**src/rtl/cpu_pkg.sv**
```systemverilog
// Shared CPU constants: alu control codes, ALUOp encodings and R-type funct codes.
// The EX-stage alu decodes the same alu_ctrl_e values.
package cpu_pkg;

   typedef enum logic [2:0] {
      ALU_AND = 3'b000,
      ALU_OR  = 3'b001,
      ALU_ADD = 3'b010,
      ALU_SUB = 3'b110,
      ALU_SLT = 3'b111
   } alu_ctrl_e;

   typedef enum logic [1:0] {
      ALUOP_ADD   = 2'b00,
      ALUOP_SUB   = 2'b01,
      ALUOP_RTYPE = 2'b10,
      ALUOP_RSVD  = 2'b11
   } aluop_e;

   localparam logic [5:0] FUNCT_ADD = 6'b100000;
   localparam logic [5:0] FUNCT_SUB = 6'b100010;
   localparam logic [5:0] FUNCT_AND = 6'b100100;
   localparam logic [5:0] FUNCT_OR  = 6'b100101;
   localparam logic [5:0] FUNCT_SLT = 6'b101010;

   typedef struct packed {
      alu_ctrl_e ctrl;
      logic      illegal;
   } alu_decode_t;

endpackage

```
**src/rtl/fwd_unit.sv**
```systemverilog
// Operand selector: picks EX/MEM result, then MEM/WB data, then the registered value.
// Register 0 is never forwarded.
module fwd_unit #(
   parameter int unsigned DATA_W = 32,
   parameter int unsigned REG_AW = 5
) (
   input  logic [REG_AW-1:0] idx,
   input  logic [DATA_W-1:0] reg_val,
   input  logic              exm_regwrite,
   input  logic [REG_AW-1:0] exm_rd,
   input  logic [DATA_W-1:0] exm_result,
   input  logic              mwb_regwrite,
   input  logic [REG_AW-1:0] mwb_rd,
   input  logic [DATA_W-1:0] mwb_data,
   output logic [DATA_W-1:0] fwd_val
);

   always_comb begin
      fwd_val = reg_val;
      if (exm_regwrite && (exm_rd != '0) && (exm_rd == idx))
         fwd_val = exm_result;
      else if (mwb_regwrite && (mwb_rd != '0) && (mwb_rd == idx))
         fwd_val = mwb_data;
   end

endmodule

```
**src/rtl/alu_issue_stage.sv**
```systemverilog
// ID/EX stage: decodes the alu control, holds the ID/EX register, forwards operands
// into the alu and requests a load-use stall.
module alu_issue_stage
   import cpu_pkg::*;
#(
   parameter int unsigned DATA_W = 32,
   parameter int unsigned REG_AW = 5
) (
   input  logic              clk,
   input  logic              reset,
   input  logic              id_valid,
   input  logic [1:0]        id_aluop,
   input  logic [5:0]        id_funct,
   input  logic              id_alusrc,
   input  logic              id_regdst,
   input  logic              id_regwrite,
   input  logic              id_memread,
   input  logic [REG_AW-1:0] id_rs,
   input  logic [REG_AW-1:0] id_rt,
   input  logic [REG_AW-1:0] id_rd,
   input  logic [DATA_W-1:0] id_rs_data,
   input  logic [DATA_W-1:0] id_rt_data,
   input  logic [DATA_W-1:0] id_imm,
   input  logic              stall,
   input  logic              flush,
   input  logic              exm_regwrite,
   input  logic [REG_AW-1:0] exm_rd,
   input  logic [DATA_W-1:0] exm_result,
   input  logic              mwb_regwrite,
   input  logic [REG_AW-1:0] mwb_rd,
   input  logic [DATA_W-1:0] mwb_data,
   output logic [DATA_W-1:0] alu_a,
   output logic [DATA_W-1:0] alu_b,
   output logic [2:0]        alu_control,
   output logic              ex_valid,
   output logic [REG_AW-1:0] ex_dest,
   output logic              ex_regwrite,
   output logic              ex_memread,
   output logic [DATA_W-1:0] ex_store_data,
   output logic              illegal_op,
   output logic              load_use_stall
);

   function automatic alu_decode_t decode(input logic [1:0] aluop, input logic [5:0] funct);
      alu_decode_t d;
      d.ctrl    = ALU_ADD;
      d.illegal = 1'b0;
      case (aluop_e'(aluop))
         ALUOP_ADD: d.ctrl = ALU_ADD;
         ALUOP_SUB: d.ctrl = ALU_SUB;
         ALUOP_RTYPE: begin
            case (funct)
               FUNCT_ADD: d.ctrl = ALU_ADD;
               FUNCT_SUB: d.ctrl = ALU_SUB;
               FUNCT_AND: d.ctrl = ALU_AND;
               FUNCT_OR:  d.ctrl = ALU_OR;
               FUNCT_SLT: d.ctrl = ALU_SLT;
               default:   d.illegal = 1'b1;
            endcase
         end
         default: d.illegal = 1'b1;
      endcase
      return d;
   endfunction

   alu_decode_t       id_dec;
   alu_ctrl_e         ex_ctrl;
   logic              ex_illegal;
   logic              ex_alusrc;
   logic              ex_regwrite_q;
   logic              ex_memread_q;
   logic [REG_AW-1:0] ex_rs;
   logic [REG_AW-1:0] ex_rt;
   logic [DATA_W-1:0] ex_rs_data;
   logic [DATA_W-1:0] ex_rt_data;
   logic [DATA_W-1:0] ex_imm;
   logic [DATA_W-1:0] fwd_rt;

   assign id_dec = decode(id_aluop, id_funct);

   // Flush clears only the side-effect flags; data fields hold so a flushed slot stays quiet.
   always_ff @(posedge clk) begin
      if (reset) begin
         ex_valid      <= 1'b0;
         ex_ctrl       <= ALU_ADD;
         ex_illegal    <= 1'b0;
         ex_alusrc     <= 1'b0;
         ex_regwrite_q <= 1'b0;
         ex_memread_q  <= 1'b0;
         ex_dest       <= '0;
         ex_rs         <= '0;
         ex_rt         <= '0;
         ex_rs_data    <= '0;
         ex_rt_data    <= '0;
         ex_imm        <= '0;
      end else if (flush) begin
         ex_valid      <= 1'b0;
         ex_illegal    <= 1'b0;
         ex_regwrite_q <= 1'b0;
         ex_memread_q  <= 1'b0;
      end else if (!stall) begin
         ex_valid      <= id_valid;
         ex_ctrl       <= id_dec.ctrl;
         ex_illegal    <= id_dec.illegal;
         ex_alusrc     <= id_alusrc;
         ex_regwrite_q <= id_regwrite;
         ex_memread_q  <= id_memread;
         ex_dest       <= id_regdst ? id_rd : id_rt;
         ex_rs         <= id_rs;
         ex_rt         <= id_rt;
         ex_rs_data    <= id_rs_data;
         ex_rt_data    <= id_rt_data;
         ex_imm        <= id_imm;
      end
   end

   assign alu_control = ex_ctrl;
   assign ex_regwrite = ex_regwrite_q & ex_valid;
   assign ex_memread  = ex_memread_q & ex_valid;
   assign illegal_op  = ex_illegal & ex_valid;

   fwd_unit #(.DATA_W(DATA_W), .REG_AW(REG_AW)) u_fwd_rs (
      .idx(ex_rs), .reg_val(ex_rs_data),
      .exm_regwrite(exm_regwrite), .exm_rd(exm_rd), .exm_result(exm_result),
      .mwb_regwrite(mwb_regwrite), .mwb_rd(mwb_rd), .mwb_data(mwb_data),
      .fwd_val(alu_a)
   );

   fwd_unit #(.DATA_W(DATA_W), .REG_AW(REG_AW)) u_fwd_rt (
      .idx(ex_rt), .reg_val(ex_rt_data),
      .exm_regwrite(exm_regwrite), .exm_rd(exm_rd), .exm_result(exm_result),
      .mwb_regwrite(mwb_regwrite), .mwb_rd(mwb_rd), .mwb_data(mwb_data),
      .fwd_val(fwd_rt)
   );

   assign alu_b         = ex_alusrc ? ex_imm : fwd_rt;
   assign ex_store_data = fwd_rt;

   assign load_use_stall = id_valid & ex_valid & ex_memread_q & (ex_dest != '0) &
                           ((ex_dest == id_rs) | ((ex_dest == id_rt) & ~id_alusrc));

endmodule

```
**config.mk**
```make
export PLATFORM = sky130hd
export DESIGN_NAME = alu_issue_stage
export DESIGN_NICKNAME = d
export VERILOG_FILES = /design/src/rtl/cpu_pkg.sv /design/src/rtl/fwd_unit.sv /design/src/rtl/alu_issue_stage.sv
export SDC_FILE = /design/constraint.sdc
export NUM_CORES = 1
export LEC_CHECK = 0
export BUFFER_PORTS_ARGS = -buffer_cell sky130_fd_sc_hd__buf_2
export CAP_MARGIN = 30
export CORE_MARGIN = 1.5
export CORE_UTILIZATION = 26
export CTS_BUF_LIST = sky130_fd_sc_hd__clkbuf_8 sky130_fd_sc_hd__clkbuf_16
export CTS_CLUSTER_DIAMETER = 30
export DETAILED_ROUTE_END_ITERATION = 10
export GPL_ROUTABILITY_DRIVEN = 0
export SETUP_SLACK_MARGIN = 0.3
export SYNTH_ARGS = -nofsm -noshare
export SYNTH_HDL_FRONTEND = slang
export SYNTH_SLANG_ARGS = --single-unit
```
**constraint.sdc**
```tcl
create_clock -name clk -period 1.7 [get_ports clk]
set_input_delay 0.17 -clock clk [delete_from_list [all_inputs] [get_ports clk]]
set_output_delay 0.17 -clock clk [all_outputs]
set_load 0.01 [all_outputs]
```
==> impl_metrics.tcl, run 1 <==
set metrics [dict create \
    status "finished, violations left" \
    violations "setup timing" \
    period_needed_ns 2.39 \
    power_density_nw_per_um2 717 \
    final_core_util 0.462 \
    setup_viol 97 \
    p_leak_nw 4.86 \
    cts_tree "done" \
    via_per_inst 4.86 \
    antenna_found_initial 2 \
    relSlewSlack 0.707 \
    start_util 0.263 \
    tightest_slew_ns 0.440 \
    drc 0 \
    clk_pin_slew_worst_paths_ns 0.06 \
    drv_cap 0 \
    insertion_delay_ns 0.41 \
    nNetsFinal 1528 \
    worstPathMaxFanout 8 \
    cts-buffers-inserted 17 \
    portBuffers 312 \
    rr_worst_depth 2 \
    placed_area_um2 9430 \
    die_y_um 162 \
    vias 8085 \
    rows 58 \
    grt_max_degree 59 \
    synth_area_um2 6590 \
    max_freq_mhz 419 \
    hpwl_mm 19.7 \
    synthDistinctLibCells 42 \
    dp.cells 1534 \
    layout_commonest_cell "buf_2" \
    final_cell_mix "buf_2 (310), nand2_1 (269), a21oi_1 (116), dfxtp_1 (106), dlygate4sd3_1 (80)" \
    design_area_um2 11600 \
    die_area_um2 26300 \
    ios 313 \
    final-max-slew-violation-count 0 \
    yosys_warnings 0 \
    endpoint_kind "output pin" \
    grt_pass1_wl_mm 42.6 \
    worstPathRequired_ns 1.53 \
    core_um2 25000 \
    areaGrowthSynthToFinish_pct 75.4 \
    cts_buffer_depth 2 \
    synth_edf_count 0 \
    fin_worst_skew_ns 0 \
    layout-drive-gt1-share 0.423 \
    die_x_um 162 \
    crit_type "reg -> out" \
    vdd_drop_max_uv 445 \
    synth.ff_latch_count 119 \
    stdcell_count 1664 \
    synth.avg_cell_area_um2 7.22 \
    synth_nets 1119 \
    grt_setup_unrepaired "true" \
    power_mw 8.29 \
    clockRootBuffer "clkbuf_16" \
    cp-start-kind "register" \
    grt_pass1_vias 7867 \
    detail-route-antenna-nets 0 \
    fin_crit_sh 1.40 \
    synth_ff_type "dfxtp_1" \
    routed_wirelength_mm 28.8 \
    fin_ws_ns -0.686 \
    wl_per_cell_um 17.3 \
    hold_depth 3 \
    synth_cells 912 \
    ys_seq_area_frac 0.362 \
    arrival_ns 2.22 \
    gr-total-overflow 0 \
    min_path_type "in -> reg" \
    drt_iter0_drc 448 \
    hold_viol_final 0 \
    htreeDepth 4 \
    cts_sinks 119 \
    tns_ns -58.43 \
    firstDrtPassIters 5 \
    async_flop_share 0 \
    grt_usage 0.208 \
]
layer usage:
metal,global-route usage,vias up,part of all wire
met5,0,-,0
met4,0.0792,0,0.022
met3,0.0393,55,0.055
met2,0.365,288,0.49
met1,0.253,3804,0.43
li1,-,3938,-
worst max-delay path, stage by stage (launching register included):
cell and delay (ns):
dfxtp_4 0.38, xor2_4 0.19, nor3_4 0.22, and3_4 0.24
buf_12 0.18, mux2i_4 0.28, buf_6 0.12, a21oi_2 0.05
buf_2 0.13
logic make-up (layout without fill, tap and decap cells):
kind of cell	count (synthesis)	in the layout	synth area share
fa+ha+maj	3	3	0.00570
other cells	0	2	0
simple gates	399	399	0.249
flops	119	119	0.362
mux	52	52	0.0790
xor+xnor	30	30	0.0399
buf+inv	89	509	0.0614
compound gates	220	220	0.203
worst paths after layout:
| check | startpoint | slack [ns] | end |
|---|---|---|---|
| min reg2reg | ex_rs_data[23] | 0.45 | ex_rs_data[23] |
| min | id_rt[3] | 0.02 | ex_rt[3] |
| max | ex_rt[3] | -0.69 | ex_store_data[31] |
| max reg2reg | ex_illegal | 0.78 | ex_illegal |
flip-flops by register name, summed over array words and instances (netlist names):
register / flops
ex_imm: 32
ex_rs_data: 32
ex_rt_data: 32
ex_dest: 5
ex_rs: 5
ex_rt: 5
alu_control: 3
ex_alusrc: 1
ex_illegal: 1
ex_memread_q: 1
ex_regwrite_q: 1
ex_valid: 1
where the power goes:
part / switching, mW / internal, mW
clock: 1.34 / 2.09
sequential: 0.103 / 2.92
combinational: 0.940 / 0.901
total: 2.38 / 5.91
synthesized netlist by cell type (all sizes together) (16+ instances only):
| cell | n | area share |
|---|---|---|
| nand2 | 270 | 0.15 |
| o21ai | 33 | 0.026 |
| a21oi | 121 | 0.092 |
| dfxtp | 119 | 0.36 |
| nor3 | 21 | 0.016 |
| a221oi | 32 | 0.046 |
| and3 | 22 | 0.021 |
| nor2 | 64 | 0.036 |
| mux2i | 52 | 0.079 |
| clkbuf | 61 | 0.035 |
| o31ai | 21 | 0.024 |
| xnor2 | 16 | 0.021 |
through the flow:
step,setup WS [ns],hold WS [ns]
2_1_floorplan,-0.128,0.249
3_3_place_gp,-0.509,0.411
3_5_place_dp,-0.509,0.415
4_1_cts,-0.681,0.000329
5_1_grt,-0.792,0.00530
6_report,-0.686,0.0193
final cells by class:
| type | instances | area, um2 |
|---|---|---|
| fillers | 2485 | 13500 |
| inverters | 14 | 52.6 |
| diodes | 2 | 5.00 |
| clock buffers | 20 | 467 |
| flip-flops and latches | 119 | 2420 |
| repair buffers | 465 | 3350 |
| multi-input cells | 704 | 4770 |
| clock inverters | 10 | 81.3 |
| well taps | 330 | 413 |
repair_timing:
action / CTS / global route
setup buffers: 10 / 3
hold buffers: 80 / 0
gates resized for setup: 69 / 46
endpoints found under the hold margin: 80 / 0
gates cloned: 3 / 2
pin swaps: 19 / 26
endpoints found under the setup margin: 97 / 97
No activity file was read; power rests on OpenSTA's default activity.
==> inputs of run 2 (changes only) <==
--- a/config.mk
+++ b/config.mk
@@ -8,11 +8,12 @@
 export BUFFER_PORTS_ARGS = -buffer_cell sky130_fd_sc_hd__buf_2
 export CAP_MARGIN = 30
 export CORE_MARGIN = 1.5
-export CORE_UTILIZATION = 26
+export CORE_UTILIZATION = 35
 export CTS_BUF_LIST = sky130_fd_sc_hd__clkbuf_8 sky130_fd_sc_hd__clkbuf_16
 export CTS_CLUSTER_DIAMETER = 30
 export DETAILED_ROUTE_END_ITERATION = 10
 export GPL_ROUTABILITY_DRIVEN = 0
+export PLACE_DENSITY = 0.66
 export SETUP_SLACK_MARGIN = 0.3
 export SYNTH_ARGS = -nofsm -noshare
 export SYNTH_HDL_FRONTEND = slang
==> run 2 against run 1 <==
Effect of this change:
- the flow still finishes with violations (setup timing)
- sequential power barely moved
- core utilization grew 19 points
- count of clock-buffer cells in the layout is 2 lower
- hold slack lost 0.0099 ns
- critical path type unchanged
- largest cell class unchanged
==> impl_metrics.tcl, run 2 (same netlist as run 1, synthesis figures left out) <==
set metrics [dict create \
    core_um2 18200 \
    drt_iter0_drc 421 \
    vias 8272 \
    cts-buffers-inserted 17 \
    die_area_um2 19700 \
    power_mw 8.51 \
    start_util 0.362 \
    crit_start "ex_rt[4]" \
    wl_per_cell_um 17.6 \
    tightest_slew_ns 0.408 \
    detail-route-antenna-nets 0 \
    dp_slack_ns -0.519 \
    cts_buffer_depth 2 \
    endpoint_kind "output pin" \
    hpwl_mm 18.2 \
    drv_cap 0 \
    vdd_drop_max_uv 659 \
    final_core_util 0.656 \
    arrival_ns 2.28 \
    rows 49 \
    nFillCells 1456 \
    via_per_inst 5.24 \
    ios 313 \
    grt_pass1_wl_mm 41.6 \
    final_cell_mix "buf_2 (309), nand2_1 (269), a21oi_1 (112), dfxtp_1 (106), dlygate4sd3_1 (80)" \
    crit_chain "xnor2_2, nand3_1, buf_4, or3_4, buf_16, nor3_1, a221oi_2, buf_2" \
    layout_commonest_cell "buf_2" \
    hold_viol_final 0 \
    grt_usage 0.267 \
    power_density_nw_per_um2 712 \
    grt_setup_unrepaired "true" \
    relSlewSlack 0.728 \
    clk_pin_slew_worst_paths_ns 0.06 \
    path_delay_family "simple AND/OR/NAND/NOR gates" \
    portBuffers 312 \
    areaGrowthSynthToFinish_pct 81.3 \
    worstPathRequired_ns 1.53 \
    clockRootBuffer "clkbuf_16" \
    max_freq_mhz 408 \
    top_regs "ex_imm: 32 flops, ex_rs_data: 32 flops, ex_rt_data: 32 flops" \
    period_needed_ns 2.45 \
    cp-start-kind "register" \
    antenna_found_initial 0 \
    violations "setup timing" \
    routed_wirelength_mm 27.8 \
    min_path_type "in -> reg" \
    cts_tree "done" \
    insertion_delay_ns 0.41 \
    cts_sinks 119 \
    drc 0 \
    hp-start "id_rt_data[29]" \
    die_x_um 140 \
    setup_viol 97 \
    nNetsFinal 1543 \
    cp_slowest_cell "or3_4" \
    p_leak_nw 5.06 \
    grt_pass1_vias 8109 \
    grt_max_degree 63 \
    critPathBufInv 3 \
    fin_ws_ns -0.751 \
    final-max-slew-violation-count 0 \
    fin_crit_sh 1.44 \
    die_y_um 140 \
    crit_path_max_incr_delay_ns 0.44 \
    r2r-start "ex_alusrc" \
    gr-total-overflow 0 \
    htreeDepth 4 \
    worstPathMaxFanout 9 \
    status "finished, violations left" \
    hold_ws_ns 0.00943 \
    firstDrtPassIters 4 \
    crit_type "reg -> out" \
    layout-drive-gt1-share 0.443 \
    fin_worst_skew_ns 0 \
]
-- run 2: changes by cell type in the layout (fill, tap and decap cells not counted), sizes merged --
cell | before | now
diode | 2 | 1
or3 | 1 | 2
bufinv | 1 | 2
clkinvlp | 3 | 4
inv | 15 | 18
clkinv | 5 | 4
buf | 383 | 395
-- run 2: repair_timing --
item | 4_1_cts | 5_1_grt
hold endpoints to repair | 80 | 0
pin swaps | 50 | 17
resized for setup | 94 | 60
setup buffers | 16 | 3
setup endpoints to repair | 97 | 97
cloned | 4 | 9
hold buffers | 80 | 0
-- run 2: power breakdown --
part,switching (mW),internal [mW]
combinational,0.964,0.974
clock,1.32,2.22
sequential,0.111,2.92
-- run 2: cell type report --
cell class	instances	area [um2]	share of cell area
flip-flops and latches	119	2410	0.202
repair buffers	479	3630	0.304
clock buffers	18	450	0.0377
diodes	1	2.50	0.000210
well taps	229	287	0.0240
multi-input cells	705	4980	0.417
inverters	14	52.6	0.00440
clock inverters	14	134	0.0112
-- run 2: worst register-to-register path, cell delays in order (launching register included) --
cell and delay, ns:
dfxtp_4 0.55, nand2_1 0.08, a21oi_1 0.13
-- run 2: final timing paths --
kind / endpoint / slack [ns] / cells after the start
hold reg to reg: ex_rs_data[30] / 0.45 / 2
setup reg to reg: ex_alusrc / 0.86 / 2
hold / removal: ex_rt_data[29] / 0.009 / 3
setup / recovery: alu_b[29] / -0.75 / 8
-- run 2: metrics by stage --
stage | cell area (um2) | std cells | TNS [ns]
floorplan | 7190 | 912 | -7.16
global placement | 9360 | 1434 | -39.65
detailed placement | 9360 | 1434 | -40.63
CTS | 11500 | 1566 | -60.82
global route | 11900 | 1578 | -70.70
finish | 11900 | 1579 | -61.68
-- run 2: layer usage --
layer  up-vias  share of wire  track usage
met5         -              0            0
met4         0          0.042        0.132
met3        74          0.063       0.0568
met2       376           0.49        0.462
met1      3839           0.40        0.314
li1       3983              -            -
==> inputs of run 3 (changes only) <==
--- a/config.mk
+++ b/config.mk
@@ -6,14 +6,14 @@
 export NUM_CORES = 1
 export LEC_CHECK = 0
 export BUFFER_PORTS_ARGS = -buffer_cell sky130_fd_sc_hd__buf_2
-export CAP_MARGIN = 30
+export CAP_MARGIN = 20
 export CORE_MARGIN = 1.5
 export CORE_UTILIZATION = 35
 export CTS_BUF_LIST = sky130_fd_sc_hd__clkbuf_8 sky130_fd_sc_hd__clkbuf_16
 export CTS_CLUSTER_DIAMETER = 30
 export DETAILED_ROUTE_END_ITERATION = 10
 export GPL_ROUTABILITY_DRIVEN = 0
-export PLACE_DENSITY = 0.66
+export PLACE_DENSITY = 0.62
 export SETUP_SLACK_MARGIN = 0.3
 export SYNTH_ARGS = -nofsm -noshare
 export SYNTH_HDL_FRONTEND = slang
==> run 3 against run 2 <==
Effect of this change:
- the run still ends with setup timing left
- non-clock buffer count down 1
- die area unchanged
- worst setup slack worse by 0.046 ns
- routed wire length up 4.6%
- final area up 0.29%
- hold slack better by 0.0052 ns
- total power up 0.11%
==> impl_metrics.tcl, run 3 (same netlist as run 1, synthesis figures left out) <==
set metrics [dict create \
    power_mw 8.52 \
    use_met3 0.0571 \
    routed_wirelength_mm 29.1 \
    grt_pass1_vias 8031 \
    hold_depth 3 \
    grt_util_met1 0.340 \
    core_um2 18200 \
    min_path_type "in -> reg" \
    path_delay_family "simple AND/OR/NAND/NOR gates" \
    dp.cells 1431 \
    top_regs "ex_imm: 32 flops, ex_rs_data: 32 flops, ex_rt_data: 32 flops" \
    fin_crit_sh 1.47 \
    cts_tree "done" \
    r2r-end "ex_illegal" \
    drt_iter0_drc 465 \
    busiest_layer "met2" \
    hold_end "ex_rt_data[11]" \
    tns_ns -62.70 \
    wl_per_cell_um 18.5 \
    arrival_ns 2.33 \
    clk_pin_slew_worst_paths_ns 0.05 \
    vias 8358 \
    hp-start "id_rt_data[11]" \
    rows 49 \
    r2r-start "ex_illegal" \
    placed_area_um2 9330 \
    seqPwrFrac 0.356 \
    grt_pass1_wl_mm 43.0 \
    clockRootBuffer "clkbuf_16" \
    detail-route-antenna-nets 0 \
    clockPowerShare 0.420 \
    p_int_mw 6.14 \
    fin_worst_skew_ns 0 \
    drv_cap 0 \
    areaGrowthSynthToFinish_pct 81.9 \
    nNetsFinal 1541 \
    antenna_found_initial 1 \
    setup_viol 97 \
    htreeDepth 4 \
    endpoint_kind "output pin" \
    violations "setup timing" \
    comb_power_share 0.225 \
    cts_sinks 119 \
    relSlewSlack 0.731 \
    final_cell_mix "buf_2 (310), nand2_1 (242), a21oi_1 (117), dfxtp_1 (107), dlygate4sd3_1 (85)" \
    cp_slowest_cell "or3_4" \
    layout-drive-gt1-share 0.448 \
    hpwl_mm 19.0 \
    worstPathMaxFanout 22 \
    drc 0 \
    hold_ws_ns 0.0147 \
    cts-buffers-inserted 17 \
    vdd_drop_max_uv 694 \
    cp-start-kind "register" \
    crit_chain "xnor2_1, nand3_1, or3_4, buf_6, nor2_1, nor2_2, buf_2" \
    period_needed_ns 2.50 \
    final-max-slew-violation-count 0 \
    stdcell_count 1576 \
    start_util 0.362 \
    max_freq_mhz 400 \
    hold_viol_final 0 \
    status "finished, violations left" \
    die_area_um2 19700 \
    firstDrtPassIters 5 \
    critPathBufInv 2 \
    nFillCells 1510 \
    portBuffers 312 \
    grt_max_degree 52 \
    crit_path_max_incr_delay_ns 0.46 \
    p_sw_frac 0.279 \
    via_per_inst 5.30 \
    gr-total-overflow 0 \
    tightest_slew_ns 0.404 \
    die_x_um 140 \
    ios 313 \
    design_area_um2 12000 \
    power_density_nw_per_um2 711 \
    layout_commonest_cell "buf_2" \
    met2_usage 0.487 \
    p_sw_mw 2.38 \
    rr_worst_depth 2 \
    insertion_delay_ns 0.42 \
    cts_buffer_depth 2 \
    grt_usage 0.281 \
    worstPathRequired_ns 1.53 \
    crit_type "reg -> out" \
    p_leak_nw 5.20 \
    r2r_setup_slack_ns 0.86 \
    grt_setup_unrepaired "true" \
    fin_ws_ns -0.797 \
    die_y_um 140 \
]
-- run 3: cell count changes in the layout (fill, tap and decap cells not counted), sizes merged --
cell	delta
buf	-5
inv	-2
clkbuf	+2
or3	-1
clkinvlp	-3
clkinv	+1
dlygate4sd3	+5
-- run 3: cell type report --
| class | instances | area, um2 | area share |
|---|---|---|---|
| multi-input cells | 704 | 5000 | 0.418 |
| well taps | 229 | 287 | 0.0239 |
| flip-flops and latches | 119 | 2400 | 0.201 |
| diodes | 1 | 2.50 | 0.000209 |
| inverters | 14 | 52.6 | 0.00439 |
| repair buffers | 478 | 3640 | 0.304 |
| clock buffers | 21 | 480 | 0.0401 |
| clock inverters | 10 | 104 | 0.00867 |
-- run 3: timing repair --
item | 4_1_cts | 5_1_grt
hold buffers | 85 | 0
resized for setup | 78 | 101
endpoints found under the setup margin | 97 | 97
hold endpoints to repair | 85 | 0
setup buffers | 11 | 6
pin swaps | 21 | 37
gates cloned | 7 | 4
-- run 3: worst max path at each step --
stage | startpoint | to | cells past startpoint
2_1_floorplan | mwb_rd[4] | alu_b[0] | 6
3_3_place_gp | mwb_rd[4] | alu_b[31] | 8
3_5_place_dp | mwb_rd[4] | alu_b[31] | 8
4_1_cts | ex_rt[3] | ex_store_data[6] | 8
5_1_grt | ex_rt[4] | ex_store_data[5] | 7
6_report | ex_rt[4] | ex_store_data[5] | 7
-- run 3: stage by stage --
step            util  worst slack [ns]
2_1_floorplan      -            -0.128
3_3_place_gp   0.512            -0.501
3_5_place_dp   0.512            -0.545
4_1_cts        0.626            -0.734
5_1_grt        0.658            -0.885
6_report       0.658            -0.797
-- run 3: worst min-delay path, stage by stage --
cell     delay, ns
buf_2         0.09
nand2_1       0.06
a21oi_1       0.06
-- run 3: routing by layer --
| layer | up-vias | share of wire | routed length (um) |
|---|---|---|---|
| met2 | 373 | 0.50 | 14500 |
| met4 | 0 | 0.031 | 899 |
| met3 | 71 | 0.063 | 1820 |
| met5 | - | 0 | 0 |
| met1 | 3931 | 0.41 | 11900 |
| li1 | 3983 | - | - |
-- run 3: power groups by stage --
| stage | Sequential, mW | Combinational, mW | Clock [mW] |
|---|---|---|---|
| global route | 3.04 | 2.04 | 3.76 |
| floorplan | 3.05 | 0.802 | 0 |
| global placement | 3.07 | 1.53 | 0 |
| CTS | 3.02 | 1.79 | 3.64 |
| detailed placement | 3.07 | 1.54 | 0 |
| finish | 3.03 | 1.91 | 3.57 |
